<file path="src/rtl/elev_pkg.sv">
// Shared types and defaults for the elevator request scheduler.
// ELEV_WDOG_EN enables the dispatch watchdog in elev_req_sched.
package elev_pkg;

    localparam int DEF_NUM_FLOORS = 3;
    localparam int DEF_FLOOR_W    = 2;

    typedef enum logic [1:0] {
        S_IDLE     = 2'b00,
        S_DISPATCH = 2'b01,
        S_HOLD     = 2'b10
    } state_t;

    localparam logic DIR_UP   = 1'b1;
    localparam logic DIR_DOWN = 1'b0;

endpackage

</file>
<file path="src/rtl/elev_target_pick.sv">
// SCAN target selection: nearest pending floor in the sweep direction,
// reversing the sweep only when nothing lies ahead.
module elev_target_pick
    import elev_pkg::*;
#(
    parameter int NUM_FLOORS = DEF_NUM_FLOORS,
    parameter int FLOOR_W    = DEF_FLOOR_W
) (
    input  logic [NUM_FLOORS-1:0] pending,
    input  logic [FLOOR_W-1:0]    current_floor,
    input  logic                  sweep_dir,
    output logic                  found,
    output logic [FLOOR_W-1:0]    target,
    output logic                  new_dir
);

    logic               found_up;
    logic               found_dn;
    logic [FLOOR_W-1:0] tgt_up;
    logic [FLOOR_W-1:0] tgt_dn;

    always_comb begin
        found_up = 1'b0;
        found_dn = 1'b0;
        tgt_up   = '0;
        tgt_dn   = '0;
        found    = 1'b0;
        target   = '0;
        new_dir  = sweep_dir;

        // Descending scan leaves the lowest floor above; ascending scan the highest below.
        for (int i = NUM_FLOORS - 1; i >= 0; i--) begin
            if (pending[i] && (i > int'(current_floor))) begin
                found_up = 1'b1;
                tgt_up   = FLOOR_W'(i);
            end
        end
        for (int i = 0; i < NUM_FLOORS; i++) begin
            if (pending[i] && (i < int'(current_floor))) begin
                found_dn = 1'b1;
                tgt_dn   = FLOOR_W'(i);
            end
        end

        if (sweep_dir == DIR_UP) begin
            if (found_up) begin
                found   = 1'b1;
                target  = tgt_up;
                new_dir = DIR_UP;
            end else if (found_dn) begin
                found   = 1'b1;
                target  = tgt_dn;
                new_dir = DIR_DOWN;
            end
        end else begin
            if (found_dn) begin
                found   = 1'b1;
                target  = tgt_dn;
                new_dir = DIR_DOWN;
            end else if (found_up) begin
                found   = 1'b1;
                target  = tgt_up;
                new_dir = DIR_UP;
            end
        end
    end

endmodule

</file>
<file path="src/rtl/elev_req_sched.sv">
// Request scheduler in front of the elevator FSM: latches calls, dispatches one
// SCAN target at a time, retires on arrival. Define ELEV_WDOG_EN for the dispatch watchdog.
module elev_req_sched
    import elev_pkg::*;
#(
    parameter int NUM_FLOORS    = DEF_NUM_FLOORS,
    parameter int FLOOR_W       = DEF_FLOOR_W,
    parameter int DOOR_HOLD_CYC = 4
`ifdef ELEV_WDOG_EN
    ,
    parameter int WDOG_CYC      = 64
`endif
) (
    input  logic                  clk,
    input  logic                  rst,
    input  logic [NUM_FLOORS-1:0] btn_req,
    input  logic [FLOOR_W-1:0]    current_floor,
    input  logic                  door_open,
    output logic [NUM_FLOORS-1:0] floor_req,
    output logic [NUM_FLOORS-1:0] pending,
    output logic                  sweep_dir,
    output logic                  busy,
    output logic                  at_floor_ack,
    output logic                  fault
);

    localparam int HOLD_W = $clog2(DOOR_HOLD_CYC + 1);

    state_t                state_q, state_d;
    logic [FLOOR_W-1:0]    target_q, target_d;
    logic [NUM_FLOORS-1:0] floor_req_q, floor_req_d;
    logic [NUM_FLOORS-1:0] pending_q, pending_d;
    logic                  sweep_dir_q, sweep_dir_d;
    logic                  at_floor_ack_q, at_floor_ack_d;
    logic [HOLD_W-1:0]     hold_cnt_q, hold_cnt_d;

    logic [NUM_FLOORS-1:0] cf_hit;
    logic [NUM_FLOORS-1:0] retire;
    logic                  pick_found;
    logic [FLOOR_W-1:0]    pick_target;
    logic                  pick_dir;

`ifdef ELEV_WDOG_EN
    localparam int WDOG_W = $clog2(WDOG_CYC + 1);
    logic [WDOG_W-1:0]     wdog_q, wdog_d;
    logic                  fault_q, fault_d;
`endif

    function automatic logic [NUM_FLOORS-1:0] to_onehot(input logic [FLOOR_W-1:0] f);
        return NUM_FLOORS'(1) << f;
    endfunction

    elev_target_pick #(
        .NUM_FLOORS (NUM_FLOORS),
        .FLOOR_W    (FLOOR_W)
    ) u_pick (
        .pending       (pending_q),
        .current_floor (current_floor),
        .sweep_dir     (sweep_dir_q),
        .found         (pick_found),
        .target        (pick_target),
        .new_dir       (pick_dir)
    );

    always_comb begin
        state_d        = state_q;
        target_d       = target_q;
        floor_req_d    = floor_req_q;
        sweep_dir_d    = sweep_dir_q;
        hold_cnt_d     = hold_cnt_q;
        at_floor_ack_d = 1'b0;
`ifdef ELEV_WDOG_EN
        wdog_d         = wdog_q;
        fault_d        = fault_q;
`endif

        // Out-of-range floor codes match no bit, so they never retire anything.
        for (int i = 0; i < NUM_FLOORS; i++) begin
            cf_hit[i] = (int'(current_floor) == i);
        end
        retire = door_open ? cf_hit : '0;

        case (state_q)
            S_IDLE: begin
                // The car never opens its door from idle, so at-floor calls are retired here.
                if (|(pending_q & cf_hit)) begin
                    retire         = retire | cf_hit;
                    at_floor_ack_d = 1'b1;
                end else if (pick_found) begin
                    target_d    = pick_target;
                    sweep_dir_d = pick_dir;
                    floor_req_d = to_onehot(pick_target);
                    state_d     = S_DISPATCH;
`ifdef ELEV_WDOG_EN
                    wdog_d      = '0;
`endif
                end
            end
            S_DISPATCH: begin
                if (door_open && (current_floor == target_q)) begin
                    floor_req_d = '0;
                    hold_cnt_d  = HOLD_W'(DOOR_HOLD_CYC);
                    state_d     = S_HOLD;
                end
`ifdef ELEV_WDOG_EN
                else if (wdog_q == WDOG_W'(WDOG_CYC - 1)) begin
                    fault_d     = 1'b1;
                    retire      = retire | to_onehot(target_q);
                    floor_req_d = '0;
                    state_d     = S_IDLE;
                end else begin
                    wdog_d = wdog_q + 1'b1;
                end
`endif
            end
            S_HOLD: begin
                floor_req_d = '0;
                if (hold_cnt_q <= HOLD_W'(1)) begin
                    hold_cnt_d = '0;
                    state_d    = S_IDLE;
                end else begin
                    hold_cnt_d = hold_cnt_q - 1'b1;
                end
            end
            default: begin
                floor_req_d = '0;
                state_d     = S_IDLE;
            end
        endcase

        pending_d = (pending_q | btn_req) & ~retire;
    end

    always_ff @(posedge clk or negedge rst) begin
        if (!rst) begin
            state_q        <= S_IDLE;
            target_q       <= '0;
            floor_req_q    <= '0;
            pending_q      <= '0;
            sweep_dir_q    <= DIR_UP;
            at_floor_ack_q <= 1'b0;
            hold_cnt_q     <= '0;
        end else begin
            state_q        <= state_d;
            target_q       <= target_d;
            floor_req_q    <= floor_req_d;
            pending_q      <= pending_d;
            sweep_dir_q    <= sweep_dir_d;
            at_floor_ack_q <= at_floor_ack_d;
            hold_cnt_q     <= hold_cnt_d;
        end
    end

`ifdef ELEV_WDOG_EN
    always_ff @(posedge clk or negedge rst) begin
        if (!rst) begin
            wdog_q  <= '0;
            fault_q <= 1'b0;
        end else begin
            wdog_q  <= wdog_d;
            fault_q <= fault_d;
        end
    end

    assign fault = fault_q;
`else
    assign fault = 1'b0;
`endif

    assign floor_req    = floor_req_q;
    assign pending      = pending_q;
    assign sweep_dir    = sweep_dir_q;
    assign busy         = (state_q != S_IDLE);
    assign at_floor_ack = at_floor_ack_q;

endmodule

</file>
<file path="config.mk">
export PLATFORM = sky130hd
export DESIGN_NAME = elev_req_sched
export DESIGN_NICKNAME = d
export VERILOG_FILES = /design/src/rtl/elev_pkg.sv /design/src/rtl/elev_target_pick.sv /design/src/rtl/elev_req_sched.sv
export SDC_FILE = /design/constraint.sdc
export NUM_CORES = 1
export LEC_CHECK = 0
export BUFFER_PORTS_ARGS = -buffer_cell sky130_fd_sc_hd__buf_2
export CAP_MARGIN = 40
export CELL_PAD_IN_SITES_DETAIL_PLACEMENT = 1
export CELL_PAD_IN_SITES_GLOBAL_PLACEMENT = 2
export CORE_UTILIZATION = 33
export DETAILED_ROUTE_END_ITERATION = 6
export PLACE_DENSITY_LB_ADDON = 0.1
export SKIP_CTS_REPAIR_TIMING = 1
export SYNTH_ARGS = -nofsm -noshare
export SYNTH_HDL_FRONTEND = slang
export SYNTH_SLANG_ARGS = --single-unit
</file>
<file path="constraint.sdc">
create_clock -name clk -period 2.01 [get_ports clk]
set_clock_uncertainty 0.2 [all_clocks]
set_input_delay 0.402 -clock clk [delete_from_list [all_inputs] [get_ports clk]]
set_output_delay 0.402 -clock clk [all_outputs]
set_load 0.02 [all_outputs]
</file>
### Word level (Yosys, flattened, before mapping)

Index checks and enable logic that the tools add are counted.

| operators by class | value |
|---|---|
| add/subtract/negate cells | 1 |
| multiply operators | 0 |
| div/mod/pow operators | 0 |
| order comparisons | 6 |
| eq/ne operators | 9 |
| shift operators | 1 |
| muxes and demuxes | 40 |
| bitwise gates (word level) | 6 |
| reduce and logical (&&, ||, !) cells | 15 |

Operator list:

| kind | number |
|---|---|
| 2-to-1 mux 2 bit | 12 |
| 2-to-1 mux 3 bit | 8 |
| 2-to-1 mux 1 bit | 17 |
| case mux 3 bit (2 select lines) | 2 |
| inequality test 2 bit (second input constant) | 4 |
| AND 3 bit | 2 |
| equality test 2 bit (second input constant) | 3 |
| logical AND 1 bit | 6 |
| OR 3 bit | 2 |
| case mux 2 bit (3 select lines) | 1 |
| AND reduction 3 bit | 2 |
| logical NOT 2 bit | 2 |
| < comparator 1 x 2 -> 1 bit (first input constant) | 2 |
| AND reduction 4 bit | 1 |
| nonzero test 2 bit | 2 |
| less-or-equal comparator 3 x 1 -> 1 bit (second input constant) | 1 |
| NOT 3 bit | 1 |
| OR reduction 3 bit | 1 |
| << shifter 1 x 2 -> 3 bit (first input constant) | 1 |
| subtractor 3 x 1 -> 3 bit (second input constant) | 1 |
| equality test 2 x 1 -> 1 bit (second input constant) | 1 |
| equality test 2 bit | 1 |
| greater-than comparator 1 x 2 -> 1 bit (first input constant) | 1 |
| greater-than comparator 2 bit (first input constant) | 1 |
| other kinds (3) | 3 |

| word-level totals | value |
|---|---|
| flip-flop bits (word level) | 15 |
| bits in latches | 0 |
| memory bits (writable) | 0 |
| ROM bits | 0 |
| input bits | 8 |
| logic and storage cells | 85 |
| memories kept | 0 |

### Depth between registers and ports, before layout

| logic depth | value |
|---|---|
| word-level depth | 12 |
| depth in mapped cells | 5 |

### Modules after synthesis

A second synthesis with hierarchy kept.

| unflattened totals | value |
|---|---|
| cells, all modules | 89 |
| area total of the unflattened synthesis | 894.6 µm² |

By module, submodules not included:

| module | times used | cells each | area an instance (µm²) |
|---|---|---|---|
| elev_req_sched | 1 | 69 | 765.7 |
| elev_target_pick | 1 | 20 | 128.9 |

### Worst setup path after synthesis

No wires, ideal clock.

| timing | value |
|---|---|
| path kind | reg-to-reg |
| from | register pending_q[2] (netlist: pending[2]) |
| to | register floor_req_q[1] (netlist: floor_req[1]) |
| arrival time | 1.514 ns |
| required time | 1.684 ns |
| path slack | 0.170 ns |
| stages on the path, launching flop included | 6 |
| buffers on the path | 1 |
| clock period less this slack | 1.840 ns |
| cell sequence | dfrtp_1 -> buf_6 -> or3_4 -> o211ai_4 -> a2111oi_2 -> a311o_1 |

| between the ends | value |
|---|---|
| longest elaborated chain between the ends | 10 |
| elaborated cells between the ends (all ways) | 27 |
| classes of those cells | eq/ne (2); shift (1); mux (19); bitwise (1); reduce/logical (4) |

RTL lines:

| item | line | source |
|---|---|---|
| start: declaration | elev_req_sched.sv:32 | `logic [NUM_FLOORS-1:0] pending_q, pending_d;` |
| start signal: assignment | elev_req_sched.sv:147 | `pending_q <= pending_d;` |
| logical AND 1 bit | elev_target_pick.sv:33 | `if (pending[i] && (i > int'(current_floor))) begin` |
| 2-to-1 mux 1 bit / 2-to-1 mux 2 bit (equally long branches) (2 in series) | elev_target_pick.sv:33 |  |
| 2-to-1 mux 2 bit | elev_target_pick.sv:60 | `end else if (found_up) begin` |
| 2-to-1 mux 2 bit | elev_target_pick.sv:56 | `if (found_dn) begin` |
| 2-to-1 mux 2 bit | elev_target_pick.sv:45 | `if (sweep_dir == DIR_UP) begin` |
| << shifter 1 x 2 -> 3 bit | elev_req_sched.sv:50 | `return NUM_FLOORS'(1) << f;` |
| 2-to-1 mux 3 bit | elev_req_sched.sv:89 | `end else if (pick_found) begin` |
| 2-to-1 mux 3 bit | elev_req_sched.sv:86 | `if (\|(pending_q & cf_hit)) begin` |
| case mux 3 bit (2 select lines) | elev_req_sched.sv:83 | `case (state_q)` |
| end signal: assignment | elev_req_sched.sv:146 | `floor_req_q <= floor_req_d;` |
| end: declaration | elev_req_sched.sv:31 | `logic [NUM_FLOORS-1:0] floor_req_q, floor_req_d;` |

Parallel ways exist; a longest one is shown, timed or not. The select of a mux whose other input is x is not followed.
A chain may end at the register's enable or synchronous reset.

### Worst setup path in the final report

| timing | value |
|---|---|
| from | register state_q[1] |
| to | output busy |

| between the ends | value |
|---|---|
| longest elaborated chain between the ends | 1 |

RTL lines:

| item | line | source |
|---|---|---|
| start: declaration | elev_req_sched.sv:29 | `state_t state_q, state_d;` |
| start signal: assignment | elev_req_sched.sv:144 | `state_q <= state_d;` |
| nonzero test 2 bit | elev_req_sched.sv:173 | `assign busy = (state_q != S_IDLE);` |
| end: declaration | elev_req_sched.sv:22 | `output logic busy,` |

No other way between the ends.

==> key figures <==
Status
  – Status: complete, no violations

Synth
  – Most frequent cell after synthesis: dfrtp_1
  – Synth area leaders: dfrtp_1, nand2b_1, a21oi_1, nand3_1, dfstp_2
  – Post-synthesis sequential area ratio: 41.3%
  – Post-Syn Instances: 92
  – Adder-cell share of the synthesized area: 2.75%
  – Post-synth design cell area: 911 um^2
  – XOR/XNOR Fraction of Synth Area: 1.92%
  – Syn Nets: 102
  – Prevailing post-synth register cell: dfrtp_1
  – Simple-Gate Fraction of Synth Area: 19.4%
  – Post-synthesis mux area share: 3.98%
  – Ys Warns: 0
  – Synth Area in Compound Gates: 24.2%
  – Yosys cell types: 39
  – Share of flip-flops with an asynchronous set or reset: 100%
  – Post-synth EDFFs: 0
  – Mapped Avg Cell Area: 9.90 um^2
  – Synth top area share: 38.5%
  – Top post-synthesis cells by count: dfrtp_1, nand2_1, a21oi_1, nand3_1, nand2b_1
  – Largest family of logic cells by synthesized area: compound AO/OA/AOI/OAI gates
  – Area leader, netlist: dfrtp_1
  – FF+latch count, synth: 15

Detailed routing
  – 1st-pass router iterations: 3
  – Detail Route Antenna Nets: 0
  – Post-route DRC: 0
  – WL/cell: 15.1 um
  – Routed vias: 771
  – Post-Route WL: 2.15 mm
  – Vias per cell: 5.43
  – Drt initial violations: 8

GRT
  – Grt total ovfl: 0
  – Global-route wire length before repair: 3.56 mm
  – Vias in the first global route: 762
  – Overall Global Routing Usage: 17.2%
  – Largest net degree at the start of global routing: 16
  – Initial antenna violation count: 0

Clock network
  – Clk Latency, worst-skew pair: 0.27 ns
  – Worst-path clk slew: 0.09 ns
  – Total CTS buffers: 3
  – H-Tree Depth: 1
  – CTS tree: yes
  – CTS root buf: clkbuf_4
  – Clock Sinks: 15
  – Clock buffer depth: 2

Setup path
  – Setup CP Type: register to output port
  – RR Startpoint: pending[0]
  – Worst Path Arrival: 1.18 ns
  – Crit-path max cell delay: 0.44 ns
  – Crit. End Element: output port
  – Crit-path cells: nor2_1, inv_2, buf_2
  – Cell family with most CP delay: flip-flops
  – Slowest cell on crit path: dfrtp_1
  – Crit start category: register
  – Cells on worst reg2reg path: 4
  – CP required: 1.41 ns
  – Crit Path Max Fanout: 8
  – R2r setup slk: 0.27 ns
  – Buf+Inv Stages, Crit Path: 2
  – R2r endpoint: floor_req[1]

Final layout
  – Fin cells: 142
  – Sequential cell area: 377 um^2
  – Fillers: 313
  – Final net count: 123
  – Area of the multi-input gates: 479 um^2
  – Diode count: 0
  – Share of cells above drive strength 1: 27.7%
  – Cell area after layout: 0.00105 mm^2
  – P&R area growth vs syn: 15.8%

Timing
  – Setup TNS: 0 ns
  – Unrepaired setup endpoints after global routing: no
  – Final worst slack: 0.229 ns
  – Slew Limit Fails: 0
  – Max Clk Rate: 562 MHz
  – Final period util: 88.6%
  – Setup Viol. Count Final: 0
  – Fin crit period: 1.78 ns
  – Fin. Hold Viols: 0

Min path
  – Hold Path Class: primary input to register
  – Hold Path Origin: btn_req[1]
  – Worst Hold End: pending[1]
  – Hold depth: 2

Floorplanning
  – Starting density of the core: 35.8%
  – Core box area: 0.00254 mm^2
  – Horiz. Die Dim: 54.5 um
  – Std-Cell Rows: 18
  – Area of the die: 0.00297 mm^2
  – IO Pins: 18
  – Die height: 54.5 um

Placed design
  – RD Place Congestion: 0.679
  – IO buf count: 16
  – Dpl cell area: 0.00102 mm^2
  – Post-DP HPWL: 1.69 mm
  – Placed Instances: 137
  – Pre-CTS WS: 0.141 ns

Flow run
  – Max cap viols: 0

Power
  – Power per standard cell area: 1210 mW/mm^2
  – Total Power: 1.27 mW
  – Leakage: 0.467 nW
  – Peak VDD IR: 577 uV
==> power breakdown <==
group	total (mW)	switching (mW)	internal [mW]
registers	0.502	0.0915	0.411
logic	0.603	0.353	0.251
clock network	0.169	0.0923	0.0767
==> per-layer routing <==
metal / share of wire, % / up-vias / GRT usage, %
met4: 0.70 / 0 / 3.85
met1: 49 / 385 / 22.2
li1: - / 375 / -
met3: 2.5 / 2 / 3.61
met5: 0 / - / 0
met2: 48 / 9 / 29.3
==> cell type report <==
class / instances / share of cell area (%)
multi-input cells: 68 / 45.4
well taps: 30 / 3.56
repair buffers: 21 / 11.4
clock buffers: 4 / 2.49
flip-flops and latches: 15 / 35.7
inverters: 4 / 1.42
==> sequential cells by signal (all words and copies together), names as in the netlist <==
register,cells
at_floor_ack,1
pending,3
state_q,2
hold_cnt_q,3
target_q,2
sweep_dir,1
floor_req,3
==> cell families (layout without fill, tap and decap cells) <==
family                   Yosys count  in the layout
AO/OA/AOI/OAI                     28             28
XOR/XNOR                           2              2
adder cells (fa/ha/maj)            2              2
buffers and inverters              9             29
flip-flops                        15             15
multiplexers                       3              3
other                              1              1
AND/OR/NAND/NOR                   32             32
==> worst max path at each step <==
stage,slack [ns],start,cells past startpoint,to
final,0.23,state_q[1],3,busy
after global routing,0.11,state_q[1],3,busy
after CTS,0.21,state_q[1],3,busy
after detailed placement,0.14,current_floor[0],5,floor_req[1]
after global placement,0.21,current_floor[0],5,floor_req[1]
after floorplan,0.17,pending[2],5,floor_req[1]
==> metrics by stage <==
stage               hold WS (ns)  util, %
floorplan                -0.0936        -
global placement           0.134     40.0
detailed placement         0.136     40.0
CTS                       -0.170     41.1
global route               0.141     41.4
finish                     0.152     41.4
==> placed cells by master (no fill, tap or decap), types with 4 or more instances in the layout <==
cell      synthesis  final
buf_4             1      4
nand2_1           7      7
a21oi_1           6      6
buf_2             2     16
nand2b_1          5      5
dfrtp_1          14     14
nand3_1           6      6
(Power assumes the default switching activity.)
